[config.mk]
export PLATFORM = sky130hd
export DESIGN_NAME = serial_add_ctrl_flat
export DESIGN_NICKNAME = d
export VERILOG_FILES = /design/src/rtl/serial_add_ctrl_if.sv /design/src/rtl/serial_add_ctrl.sv /design/src/flat_wrapper.sv
export SDC_FILE = /design/constraint.sdc
export NUM_CORES = 1
export LEC_CHECK = 0
export BUFFER_PORTS_ARGS = -buffer_cell sky130_fd_sc_hd__buf_2
export CAP_MARGIN = 25
export CORE_MARGIN = 2
export CORE_UTILIZATION = 25
export CTS_CLUSTER_DIAMETER = 30
export DETAILED_ROUTE_END_ITERATION = 6
export PLACE_DENSITY = 0.53
export SYNTH_ARGS = -nofsm -noshare
export SYNTH_HDL_FRONTEND = slang
export SYNTH_SLANG_ARGS = --single-unit
[constraint.sdc]
create_clock -name clk -period 4.2 [get_ports clk]
set_input_delay 0.63 -clock clk [delete_from_list [all_inputs] [get_ports clk]]
set_output_delay 0.63 -clock clk [all_outputs]
set_load 0.005 [all_outputs]
[src/rtl/serial_add_ctrl_if.sv]
// rtl/serial_add_ctrl_if.sv - operand/result handshake bundle for the serial adder
interface serial_add_ctrl_if #(
  parameter int WIDTH = 8
);
  logic             start;
  logic [WIDTH-1:0] a;
  logic [WIDTH-1:0] b;
  logic [WIDTH-1:0] sum;
  logic             cout;
  logic             busy;
  logic             done;

  modport master (
    output start, a, b,
    input  sum, cout, busy, done
  );

  modport slave (
    input  start, a, b,
    output sum, cout, busy, done
  );
endinterface

[src/rtl/serial_add_ctrl.sv]
// rtl/serial_add_ctrl.sv - bit-serial adder, LSB first, one bit per RUN cycle
module serial_add_ctrl #(
  parameter int WIDTH = 8
) (
  input  logic             clk,
  input  logic             rst,
  serial_add_ctrl_if.slave bus
);
  localparam int CW = $clog2(WIDTH);

  typedef enum logic [1:0] {IDLE, RUN, DONE} state_t;

  state_t           state;
  logic [WIDTH-1:0] a_sh;
  logic [WIDTH-1:0] b_sh;
  logic [WIDTH-2:0] res_sh;
  logic             carry;
  logic [CW-1:0]    cnt;
  logic [WIDTH-1:0] sum_q;
  logic             cout_q;
  logic             busy_q;
  logic             done_q;

  logic ha1_s, ha1_c, ha2_s, ha2_c, bit_s, bit_c;
  logic [WIDTH-1:0] res_nxt;

  // one full-adder slice from two half adders
  assign ha1_s = a_sh[0] ^ b_sh[0];
  assign ha1_c = a_sh[0] & b_sh[0];
  assign ha2_s = ha1_s ^ carry;
  assign ha2_c = ha1_s & carry;
  assign bit_s = ha2_s;
  assign bit_c = ha1_c | ha2_c;

  // new bit enters at the MSB; the oldest bit falls out of the shift register
  assign res_nxt = {bit_s, res_sh};

  always_ff @(posedge clk) begin
    if (rst) begin
      state  <= IDLE;
      a_sh   <= '0;
      b_sh   <= '0;
      res_sh <= '0;
      carry  <= 1'b0;
      cnt    <= '0;
      sum_q  <= '0;
      cout_q <= 1'b0;
      busy_q <= 1'b0;
      done_q <= 1'b0;
    end else begin
      case (state)
        IDLE: begin
          if (bus.start) begin
            a_sh   <= bus.a;
            b_sh   <= bus.b;
            carry  <= 1'b0;
            cnt    <= '0;
            busy_q <= 1'b1;
            state  <= RUN;
          end
        end
        RUN: begin
          res_sh <= res_nxt[WIDTH-1:1];
          a_sh   <= a_sh >> 1;
          b_sh   <= b_sh >> 1;
          carry  <= bit_c;
          if (cnt == CW'(WIDTH - 1)) begin
            sum_q  <= res_nxt;
            cout_q <= bit_c;
            busy_q <= 1'b0;
            done_q <= 1'b1;
            state  <= DONE;
          end else begin
            cnt <= cnt + 1'b1;
          end
        end
        DONE: begin
          done_q <= 1'b0;
          if (bus.start) begin
            a_sh   <= bus.a;
            b_sh   <= bus.b;
            carry  <= 1'b0;
            cnt    <= '0;
            busy_q <= 1'b1;
            state  <= RUN;
          end else begin
            state <= IDLE;
          end
        end
        default: state <= IDLE;
      endcase
    end
  end

  assign bus.sum  = sum_q;
  assign bus.cout = cout_q;
  assign bus.busy = busy_q;
  assign bus.done = done_q;
endmodule

[src/flat_wrapper.sv]
// flat-port wrapper written by rule: the top's interface ports become plain ports
module serial_add_ctrl_flat 
#(
  parameter int WIDTH = 8
)
  (clk, rst, bus_start, bus_a, bus_b, bus_sum, bus_cout, bus_busy, bus_done);
  serial_add_ctrl_if #(.WIDTH(WIDTH)) bus_i ();
  input  logic clk;
  input  logic rst;
  input wire logic [$bits(bus_i.start)-1:0] bus_start;
  input wire logic [$bits(bus_i.a)-1:0] bus_a;
  input wire logic [$bits(bus_i.b)-1:0] bus_b;
  output wire logic [$bits(bus_i.sum)-1:0] bus_sum;
  output wire logic [$bits(bus_i.cout)-1:0] bus_cout;
  output wire logic [$bits(bus_i.busy)-1:0] bus_busy;
  output wire logic [$bits(bus_i.done)-1:0] bus_done;
  assign bus_i.start = bus_start;
  assign bus_i.a = bus_a;
  assign bus_i.b = bus_b;
  assign bus_sum = bus_i.sum;
  assign bus_cout = bus_i.cout;
  assign bus_busy = bus_i.busy;
  assign bus_done = bus_i.done;
  serial_add_ctrl #(.WIDTH(WIDTH)) u_core (.clk(clk), .rst(rst), .bus(bus_i));
endmodule
Word-level counts from Yosys, hierarchy flattened
Index checks and enable logic that the tools add are counted.

storage, ports and cells
  output and inout bits = 11
  bits in registers = 40
  logic and storage cells = 51

operators by class
  add/subtract/negate cells = 1
  eq/ne operators = 7
  muxes and demuxes = 18
  bitwise operators = 5
  reduce and logical (&&, ||, !) cells = 10

operators with widths
  kind                                                                      number
  8-bit one-hot mux with 2 select lines                                     2
  8-bit 2-to-1 mux                                                          2
  2-bit AND reduction                                                       4
  3-bit 2-to-1 mux                                                          2
  1-bit one-hot mux with 2 select lines                                     3
  2-bit one-hot mux with 3 select lines                                     1
  3-bit one-hot mux with 2 select lines                                     1
  3-bit AND reduction                                                       2
  1-bit 2-to-1 mux                                                          5
  2-bit 2-to-1 mux                                                          2
  2-bit by 1-bit inequality test with 1-bit output (second input constant)  2
  2-bit inequality test (second input constant)                             2
  2-bit nonzero test                                                        2
  3-bit by 1-bit adder with 3-bit output (second input constant)            1
  3-bit == test (second input constant)                                     1
  1-bit bitwise AND                                                         2
  2-bit by 1-bit == test with 1-bit output (second input constant)          1
  2-bit == test (second input constant)                                     1
  2-bit logical NOT                                                         1
  2-bit OR reduction                                                        1
  1-bit XOR                                                                 2
  1-bit OR                                                                  1

Depth between registers and ports, before layout
Gate-level depths: netlist of run 1.

  depth after elaboration = 4
  gate-level depth with buffers = 6
  mapped depth without buffers = 5

Worst setup path before layout of run 1
Ideal clock, no wire load.

  path type = register to register
  start = register u_core.cnt[0]
  end = register u_core.cnt[0]
  setup slack = 2.807 ns
  period minus slack after synthesis = 1.393 ns
  arrival = 1.318 ns
  stages on the path, launching flop included = 5
  buffers on the path = 0
  cell sequence = dfxtp_1 ha_1 ha_1 or4b_1 a31oi_1

on the way
  cells in the longest elaborated chain, start to end = 3

ends and longest elaborated chain
  item                                                                                 RTL line                                      source
  start: declaration                                                                   serial_add_ctrl.sv:18                         logic [CW-1:0] cnt;
  start signal: assignment                                                             serial_add_ctrl.sv:74                         cnt <= cnt + 1'b1;
  3-bit by 1-bit adder with 3-bit output / 3-bit == test (equally long branches)       serial_add_ctrl.sv:74, serial_add_ctrl.sv:67
  3-bit 2-to-1 mux / 2-bit inequality test (equally long branches)                     -
  3-bit one-hot mux with 2 select lines / 3-bit AND reduction (equally long branches)  -

Several ways; a longest one is shown, not always the timed one. The select of a mux whose other input is x is not followed.
A chain may end at the register's enable or synchronous reset.

Worst setup path in the final report of run 1
  start = register u_core.state[0]
  end = register u_core.a_sh[4]

on the way
  cells in the longest elaborated chain, start to end = 4

ends and longest elaborated chain
  item                                                                                                            RTL line               source
  start: declaration                                                                                              serial_add_ctrl.sv:13  state_t state;
  start signal: assignment                                                                                        serial_add_ctrl.sv:40  state <= IDLE;
  start signal: assignment                                                                                        serial_add_ctrl.sv:59  state <= RUN;
  start signal: assignment                                                                                        serial_add_ctrl.sv:72  state <= DONE;
  2-bit == test / 2-bit logical NOT (equally long branches)                                                       serial_add_ctrl.sv:51  case (state)
  2-bit OR reduction (no source line)                                                                             -
  2-bit by 1-bit inequality test with 1-bit output (no source line) / 2-bit nonzero test (equally long branches)  -
  2-bit AND reduction (no source line)                                                                            -
  end signal: assignment                                                                                          serial_add_ctrl.sv:54  a_sh <= bus.a;
  end signal: assignment                                                                                          serial_add_ctrl.sv:64  a_sh <= a_sh >> 1;
  end signal: assignment                                                                                          serial_add_ctrl.sv:80  a_sh <= bus.a;
  end: declaration                                                                                                serial_add_ctrl.sv:14  logic [WIDTH-1:0] a_sh;

Several ways; a longest one is shown, not always the timed one.

==> results.ini, run 1 <==
[drt]
firstDrtPassIters=5
wl_per_cell_um=12.7
vias=1345
viasPerCell=4.77
drtIter0Drc=63
drt_wl_total_mm=3.57
drc_errors=0
ant_nets=0

[worst_setup_path]
end_kind=register
start_kind=register
crit_chain=buf_4 > and2b_1 > nor3_1 > a211oi_1
critPathBufInv=1
criticalPathCategory=register to register
critical_path_required_ps=4400
critPathMaxFanout=31
cp_top_family=simple AND/OR/NAND/NOR gates
slowest_stage=and2b_1
cpPeakStageDelay_ps=880
worstPathArrival_ps=2150

[run]
maxCapViolCount=0

[logic_synthesis]
seq_area_frac_synth_pct=47.6
ys_warn_count=0
synthCells=183
ys_ff_latch=40
synthDistinctLibCells=27
syn_avg_cell_area_um2=9.20
synth.net_count=205
syn_area_mm2=0.00168

[global_route]
grt_max_degree=41
met1_usage_pct=13.1
grt-busiest-layer=met2
met2_usage_pct=15.9
use_met3_pct=3.27
grt_pass1_wl_mm=5.94
antenna_found_initial=0
grt_pass1_vias=1252
grtUsageTotal_pct=10.2
grt_overflow_total=0

[sta]
whs_ps=454
fin_setup_tns_ps=0
clock_skew_ps=10.5
clock.fmax_mhz=514
final-max-slew-violation-count=0
rsz0062_at_grt=no
setup_viol=0
fin_crit_sh_pct=46.3
maxSlewHeadroom_pct=30.0
setup_ws_ps=2250
hold_viol=0
fin_crit_ps=1950
worst_pin_slew_ps=1050

[pwr]
power.static_leakage_nw=0.739
seqPwrFrac_pct=48.5
p_comb_share_pct=10.9
p_int_uw=646
p_sw_share_pct=23.6
switchingPower_uw=199
ir_drop_uv=223
p_clk_share_pct=40.6
p_per_area_mw_per_mm2=432

[clocking]
worstSkewPairLatency_ps=290
cts_sinks=40
numCtsBuffers=5
cts_max_level=2
clkTransAtPathRegs_ps=80
cts-hold-fix-buffers=0
cts_buffer_depth=2
clock-root-buffer=clkbuf_8
cts_tree=done
cts_resized=0
post-cts-setup-buffer-count=0

[placed_design]
dpl.cell_count=274
dp_slack_ps=2260
port_buffers=29
dp_hpwl_mm=2.22
dpl_cell_area_mm2=0.00183
gp_congestion=0.698

[floorplan]
core_mm2=0.00642
fp.dieW_um=86.0
dieArea_mm2=0.00740
num_rows=29
initial_core_util_pct=26.2
fp.dieH_um=86.0
io_pins=30

[cells_and_area]
final_cells=282
drive_above_1_share_pct=21.0
antenna_cells=0
fillCellCount=689
fin_area_mm2=0.00196
area_growth_pct=16.2
layout.nets=226

[hold_path]
hold_path.class=register to register

[outcome]
status=complete, no violations

logic make-up (layout without fill, tap and decap cells):
logic type	count (synthesis)	count (layout)	share of synthesized area, %
flip-flops	40	40	47.6
AND/OR/NAND/NOR	69	69	20.0
adder cells (fa/ha/maj)	3	3	2.68
multiplexers	14	14	8.33
buffers and inverters	16	38	6.10
AO/OA/AOI/OAI	41	41	15.3
stage by stage:
step / power [mW] / utilization [%]
floorplan: 0.495 / -
CTS: 0.858 / 30.5
detailed placement: 0.512 / 28.5
finish: 0.845 / 30.5
global placement: 0.511 / 28.5
global route: 0.883 / 30.5
per-layer routing:
layer / up-vias / wire [um]
met5: - / 0
met4: 0 / 64
met3: 7 / 159
met2: 27 / 1600
met1: 621 / 1750
li1: 690 / -
cell usage after synthesis:
cell type	number	area [um^2]
dfxtp_1	40	801
nand2_1	28	105
a21oi_1	24	120
mux2i_1	14	140
nand3_1	14	70.1
nor3_1	14	70.1
a211oi_1	12	90.1
clkbuf_1	5	18.8
buf_2	4	20.0
buf_4	4	30.0
buf_6	3	33.8
nor2_1	3	11.3
a211oi_2	2	25.0
ha_1	2	25.0
or3b_1	2	17.5
a2bb2oi_1	1	8.76
a31oi_1	1	6.26
and2b_1	1	7.51
fa_1	1	20.0
nand2_2	1	6.26
nand2b_1	1	6.26
nand2b_2	1	8.76
nand3b_1	1	7.51
nor2b_2	1	8.76
nor3b_1	1	7.51
o211ai_1	1	7.51
or4b_1	1	10.0
state kept, by name, indices dropped and copies added (netlist names), 2 cells and up:
register and flops:
u_core.cnt 3, u_core.b_sh 8, u_core.state 2, u_core.res_sh 7, u_core.bus.sum 8, u_core.a_sh 8
worst paths after layout:
check,from,end,slack (ps),cells after the start
hold reg to reg,u_core.bus.sum[0],u_core.bus.sum[0],450,2
hold / removal,u_core.bus.sum[0],u_core.bus.sum[0],450,2
setup / recovery,u_core.state[0],u_core.a_sh[4],2250,4
setup reg to reg,u_core.state[0],u_core.a_sh[4],2250,4
final cells by class:
class	count	area (um^2)	share of cell area, %
multi-input cells	127	779	39.9
flip-flops and latches	40	801	40.9
well taps	77	96.3	4.93
repair buffers	30	153	7.81
clock inverters	1	30.0	1.54
clock buffers	7	96.3	4.93
worst register-to-register path, cell delays in order (launching register included):
cell      delay, ps
dfxtp_1         310
buf_4           310
and2b_1         880
nor3_1          120
a211oi_1        250
cells in the final DEF (no fill, tap or decap):
cell type / instances
a211oi_1: 12
a211oi_2: 2
a21oi_1: 24
a2bb2oi_1: 1
a31oi_1: 1
and2b_1: 1
buf_2: 29
buf_4: 1
bufinv_16: 1
clkbuf_8: 7
dfxtp_1: 40
fa_1: 1
ha_1: 2
mux2i_1: 14
nand2_1: 28
nand2_2: 1
nand2b_1: 1
nand2b_2: 1
nand3_1: 14
nand3b_1: 1
nor2_1: 3
nor2b_2: 1
nor3_1: 14
nor3b_1: 1
o211ai_1: 1
or3b_1: 2
or4b_1: 1
power groups by stage:
stage                     clock network [mW]  registers (mW)  logic (mW)
after global routing                   0.368           0.412       0.104
after floorplan                            0           0.416      0.0785
after global placement                     0           0.419      0.0924
final                                  0.344           0.410      0.0921
after detailed placement                   0           0.419      0.0932
after CTS                              0.354           0.410      0.0935
Power figures use the tool's default switching activity.
==> run 2, diff against run 1 <==
--- a/config.mk
+++ b/config.mk
@@ -11,7 +11,7 @@
 export CORE_UTILIZATION = 25
 export CTS_CLUSTER_DIAMETER = 30
 export DETAILED_ROUTE_END_ITERATION = 6
-export PLACE_DENSITY = 0.53
+export PLACE_DENSITY = 0.54
 export SYNTH_ARGS = -nofsm -noshare
 export SYNTH_HDL_FRONTEND = slang
 export SYNTH_SLANG_ARGS = --single-unit
==> constraint.sdc (replaced) <==
create_clock -name clk -period 1.6 [get_ports clk]
set_input_delay 0.24 -clock clk [delete_from_list [all_inputs] [get_ports clk]]
set_output_delay 0.24 -clock clk [all_outputs]
set_load 0.005 [all_outputs]
==> run 2 against run 1 <==
Flip-flop and latch count did not move. Non-clock buffer count rose by 9. Highest routed layer unchanged. Register-to-register slack got worse by 2100 ps.
==> results.ini, run 2 (synthesis results as in run 1) <==
[cells_and_area]
final_cell_mix=39 x dfxtp_1, 29 x buf_2, 28 x nand2_1, 24 x a21oi_1
drive_above_1_share_pct=25.2
fillCellCount=667
antenna_cells=0
layout.nets=235
final_cells=291
area_growth_pct=20.5
layout_commonest_cell=dfxtp_1
fin_area_mm2=0.00203
fin_util_pct=31.6

[clocking]
cts-hold-fix-buffers=0
cts_max_level=2
cts_sinks=40
worstSkewPairLatency_ps=300
cts_buffer_depth=2
cts_tree=done
clock-root-buffer=clkbuf_8
clkTransAtPathRegs_ps=70
numCtsBuffers=5

[drt]
drt_wl_total_mm=3.56
vias=1348
drc_errors=0
ant_nets=0
viasPerCell=4.63
drtIter0Drc=40
firstDrtPassIters=4
wl_per_cell_um=12.2

[sta]
worst_pin_slew_ps=402
setup_ws_ps=141
setup_viol=0
fin_setup_tns_ps=0
whs_ps=177
fin_crit_ps=1460
maxSlewHeadroom_pct=73.1
clock_skew_ps=7.54
hold_viol=0
rsz0062_at_grt=no
final-max-slew-violation-count=0
fin_crit_sh_pct=91.2
clock.fmax_mhz=685

[placed_design]
gp_congestion=0.743
dpl.cell_count=283
port_buffers=29
dpl_cell_area_mm2=0.00191
dp_hpwl_mm=2.42
dp_slack_ps=84.1

[floorplan]
core_mm2=0.00642
io_pins=30
initial_core_util_pct=26.2
fp.dieW_um=86.0
num_rows=29
dieArea_mm2=0.00740
fp.dieH_um=86.0

[worst_setup_path]
worstSetupEndpoint=u_core.cnt[0]
criticalPathCategory=register to register
critPathMaxFanout=8
end_kind=register
worstPathArrival_ps=1680
start_kind=register
r2r_start=u_core.cnt[0]
r2r_end=u_core.cnt[0]
worstRegToRegCells=4
worstSetupStartpoint=u_core.cnt[0]
critical_path_required_ps=1830
reg2reg_setup_slack_ps=140

[global_route]
grt_max_degree=41
antenna_found_initial=0
grt_pass1_wl_mm=5.86
grtUsageTotal_pct=10.1
grt_pass1_vias=1236
grt_overflow_total=0

[pwr]
report.power.total_mw=2.17
ir_drop_uv=428
power.static_leakage_nw=0.782
p_per_area_mw_per_mm2=1070

[hold_path]
hold_path.class=primary input to register
hold_start=bus_b[7]

[outcome]
status=complete, no violations

[run]
maxCapViolCount=0

run 2: area by class of cell:
class | count | area (um^2) | share of cell area (%)
clock buffers | 6 | 72.6 | 3.58
flip-flops and latches | 40 | 802 | 39.5
clock inverters | 2 | 35.0 | 1.73
multi-input cells | 127 | 790 | 38.9
well taps | 77 | 96.3 | 4.75
repair buffers | 39 | 233 | 11.5
run 2: worst min-delay path by stage:
stage / to / slack, ps / depth (start not counted)
after floorplan: u_core.a_sh[7] / 380 / 2
after global placement: u_core.bus.sum[1] / 440 / 2
after detailed placement: u_core.bus.sum[4] / 450 / 2
after CTS: u_core.b_sh[7] / 170 / 3
after global routing: u_core.b_sh[7] / 170 / 3
final: u_core.b_sh[7] / 180 / 3
run 2: what timing repair did:
action / CTS / global route
setup endpoints to repair: 0 / 7
setup buffers: 0 / 0
resized for setup: 0 / 4
run 2: power by group:
part,switching (mW),internal [mW]
clock,0.362,0.463
sequential,0.0361,1.05
combinational,0.138,0.119
total,0.537,1.63
run 2: routing by layer:
| metal | track usage (%) | up-vias | share of wire [%] |
|---|---|---|---|
| met5 | 0 | - | 0 |
| met4 | 5.19 | 0 | 2.0 |
| met3 | 3.08 | 8 | 5.3 |
| met2 | 15.1 | 26 | 44 |
| met1 | 13.0 | 606 | 48 |
| li1 | - | 708 | - |
run 2: worst max-delay path, cell delays in order, from the launching register on:
cell and delay (ps):
dfxtp_1 340, ha_1 200, ha_2 220, or4b_1 470, a31oi_1 160
==> run 3, diff against run 2 <==
--- a/config.mk
+++ b/config.mk
@@ -12,6 +12,7 @@
 export CTS_CLUSTER_DIAMETER = 30
 export DETAILED_ROUTE_END_ITERATION = 6
 export PLACE_DENSITY = 0.54
+export REMOVE_ABC_BUFFERS = 1
 export SYNTH_ARGS = -nofsm -noshare
 export SYNTH_HDL_FRONTEND = slang
 export SYNTH_SLANG_ARGS = --single-unit
==> run 3 against run 2 <==
Setup slack got worse by 43 ps. Sequential share of layout area rose by 0.26 points. Flip-flop and latch count did not move. Critical path type unchanged. Register-to-register slack got worse by 40 ps. Non-clock buffer count did not move. Combinational power barely moved. Largest cell class unchanged. Global-route usage rose by 0.34 points. First-iteration DRC count rose by 63%. Largest power group unchanged.
==> results.ini, run 3 (synthesis results as in run 1) <==
[drt]
viasPerCell=4.63
drtIter0Drc=65
ant_nets=0
routed-wl-met2_mm=1.60
highest_layer=met4
wl_met1_mm=1.74
dr_wl_met3_um=151
wl_per_cell_um=12.1
drt_wl_total_mm=3.53
vias=1346
drc_errors=0
firstDrtPassIters=4

[worst_setup_path]
reg2reg_setup_slack_ps=100
cp_num_cells=4
start_kind=register
cpPeakStageDelay_ps=480
worstRegToRegCells=4
r2r_start=u_core.cnt[0]
criticalPathCategory=register to register
critical_path_required_ps=1820
critPathBufInv=0
cpMostUsedCell=ha_1
critPathMaxFanout=7
slowest_stage=or4b_1
r2r_end=u_core.cnt[0]
end_kind=register
cp_top_family=simple AND/OR/NAND/NOR gates
worstPathArrival_ps=1720
crit_chain=ha_1 > ha_1 > or4b_1 > a31oi_1

[cells_and_area]
layout.nets=235
multi_input_area_um2=779
fillCellCount=687
antenna_cells=0
fin_area_mm2=0.00201
final_cell_mix=40 x dfxtp_1, 29 x buf_2, 28 x nand2_1, 24 x a21oi_1
area_growth_pct=19.6
layout_commonest_cell=dfxtp_1
fin_util_pct=31.3
final-seq-area_um2=801
drive_above_1_share_pct=23.4

[placed_design]
gp_congestion=0.770
dpl_cell_area_mm2=0.00192
port_buffers=29
dp_hpwl_mm=2.37
dp_slack_ps=95.3

[sta]
hold_viol=0
setup_ws_ps=97.7
setup_viol=0
clock.fmax_mhz=666
final-max-slew-violation-count=0
whs_ps=188
clock_skew_ps=3.42
rsz0062_at_grt=no
fin_setup_tns_ps=0
fin_crit_ps=1500
worst_pin_slew_ps=710
fin_crit_sh_pct=93.9
maxSlewHeadroom_pct=52.5

[hold_path]
hold_depth=3
min_delay_worst_endpoint=u_core.a_sh[7]
hold_start=bus_a[7]
hold_path.class=primary input to register

[clocking]
cts_max_level=2
numCtsBuffers=5
post-cts-setup-buffer-count=0
cts-hold-fix-buffers=0
cts_sinks=40
clkTransAtPathRegs_ps=70
cts_tree=done
worstSkewPairLatency_ps=290
clock-root-buffer=clkbuf_8
cts_resized=0
cts_buffer_depth=2

[floorplan]
io_pins=30
dieArea_mm2=0.00740
fp.dieH_um=86.0
core_mm2=0.00642
fp.dieW_um=86.0
num_rows=29
initial_core_util_pct=26.2

[pwr]
p_comb_share_pct=12.9
p_per_area_mw_per_mm2=1010
p_sw_share_pct=24.9
p_int_mw=1.52
seqPwrFrac_pct=53.4
power.static_leakage_nw=0.773
switchingPower_uw=504
p_clk_share_pct=33.7
ir_drop_uv=467

[global_route]
grt_overflow_total=0
grt_pass1_wl_mm=6.08
grt_max_degree=41
grtUsageTotal_pct=10.4
antenna_found_initial=0
grt_pass1_vias=1276

[outcome]
status=complete, no violations

[run]
maxCapViolCount=0

==> run 3: cell count changes in the layout (fill, tap and decap cells not counted), sizes merged <==
cell,change
bufinv,-1
clkinv,-1
clkbuf,+2
==> run 3: stage by stage <==
step	power, mW	std cells
floorplan	1.26	167
global placement	1.37	283
detailed placement	1.37	283
CTS	2.06	291
global route	2.15	291
finish	2.02	291
==> run 3: cell type report <==
| type | count | share of cell area, % |
|---|---|---|
| timing repair buffer | 39 | 12.2 |
| clock buffer | 8 | 4.48 |
| tap | 77 | 4.79 |
| multi-input combinational | 127 | 38.7 |
| sequential | 40 | 39.8 |
==> run 3: power groups by stage <==
stage / Sequential [mW] / Combinational (mW) / Clock, mW
after global placement: 1.10 / 0.265 / 0
final: 1.08 / 0.261 / 0.682
after CTS: 1.08 / 0.266 / 0.712
after global routing: 1.09 / 0.294 / 0.768
after detailed placement: 1.10 / 0.266 / 0
after floorplan: 1.11 / 0.148 / 0
==> run 3: worst max path at each step <==
stage / endpoint / slack [ps] / startpoint
3_3_place_gp: u_core.cnt[0] / 140 / u_core.cnt[0]
4_1_cts: u_core.cnt[0] / 80 / u_core.cnt[0]
2_1_floorplan: u_core.a_sh[5] / -350 / u_core.state[0]
5_1_grt: u_core.cnt[0] / 10 / u_core.cnt[0]
6_report: u_core.cnt[0] / 100 / u_core.cnt[0]
3_5_place_dp: u_core.cnt[0] / 100 / u_core.cnt[0]
==> run 3: worst reg2reg max path, stage by stage, from the launching register on <==
cell	delay, ps
dfxtp_1	340
ha_1	200
ha_1	260
or4b_1	480
a31oi_1	160
==> run 3: per-layer routing <==
metal | vias to the layer above | track usage [%]
li1 | 708 | -
met1 | 608 | 13.8
met2 | 25 | 16.1
met3 | 5 | 2.89
met4 | 0 | 3.90
met5 | - | 0
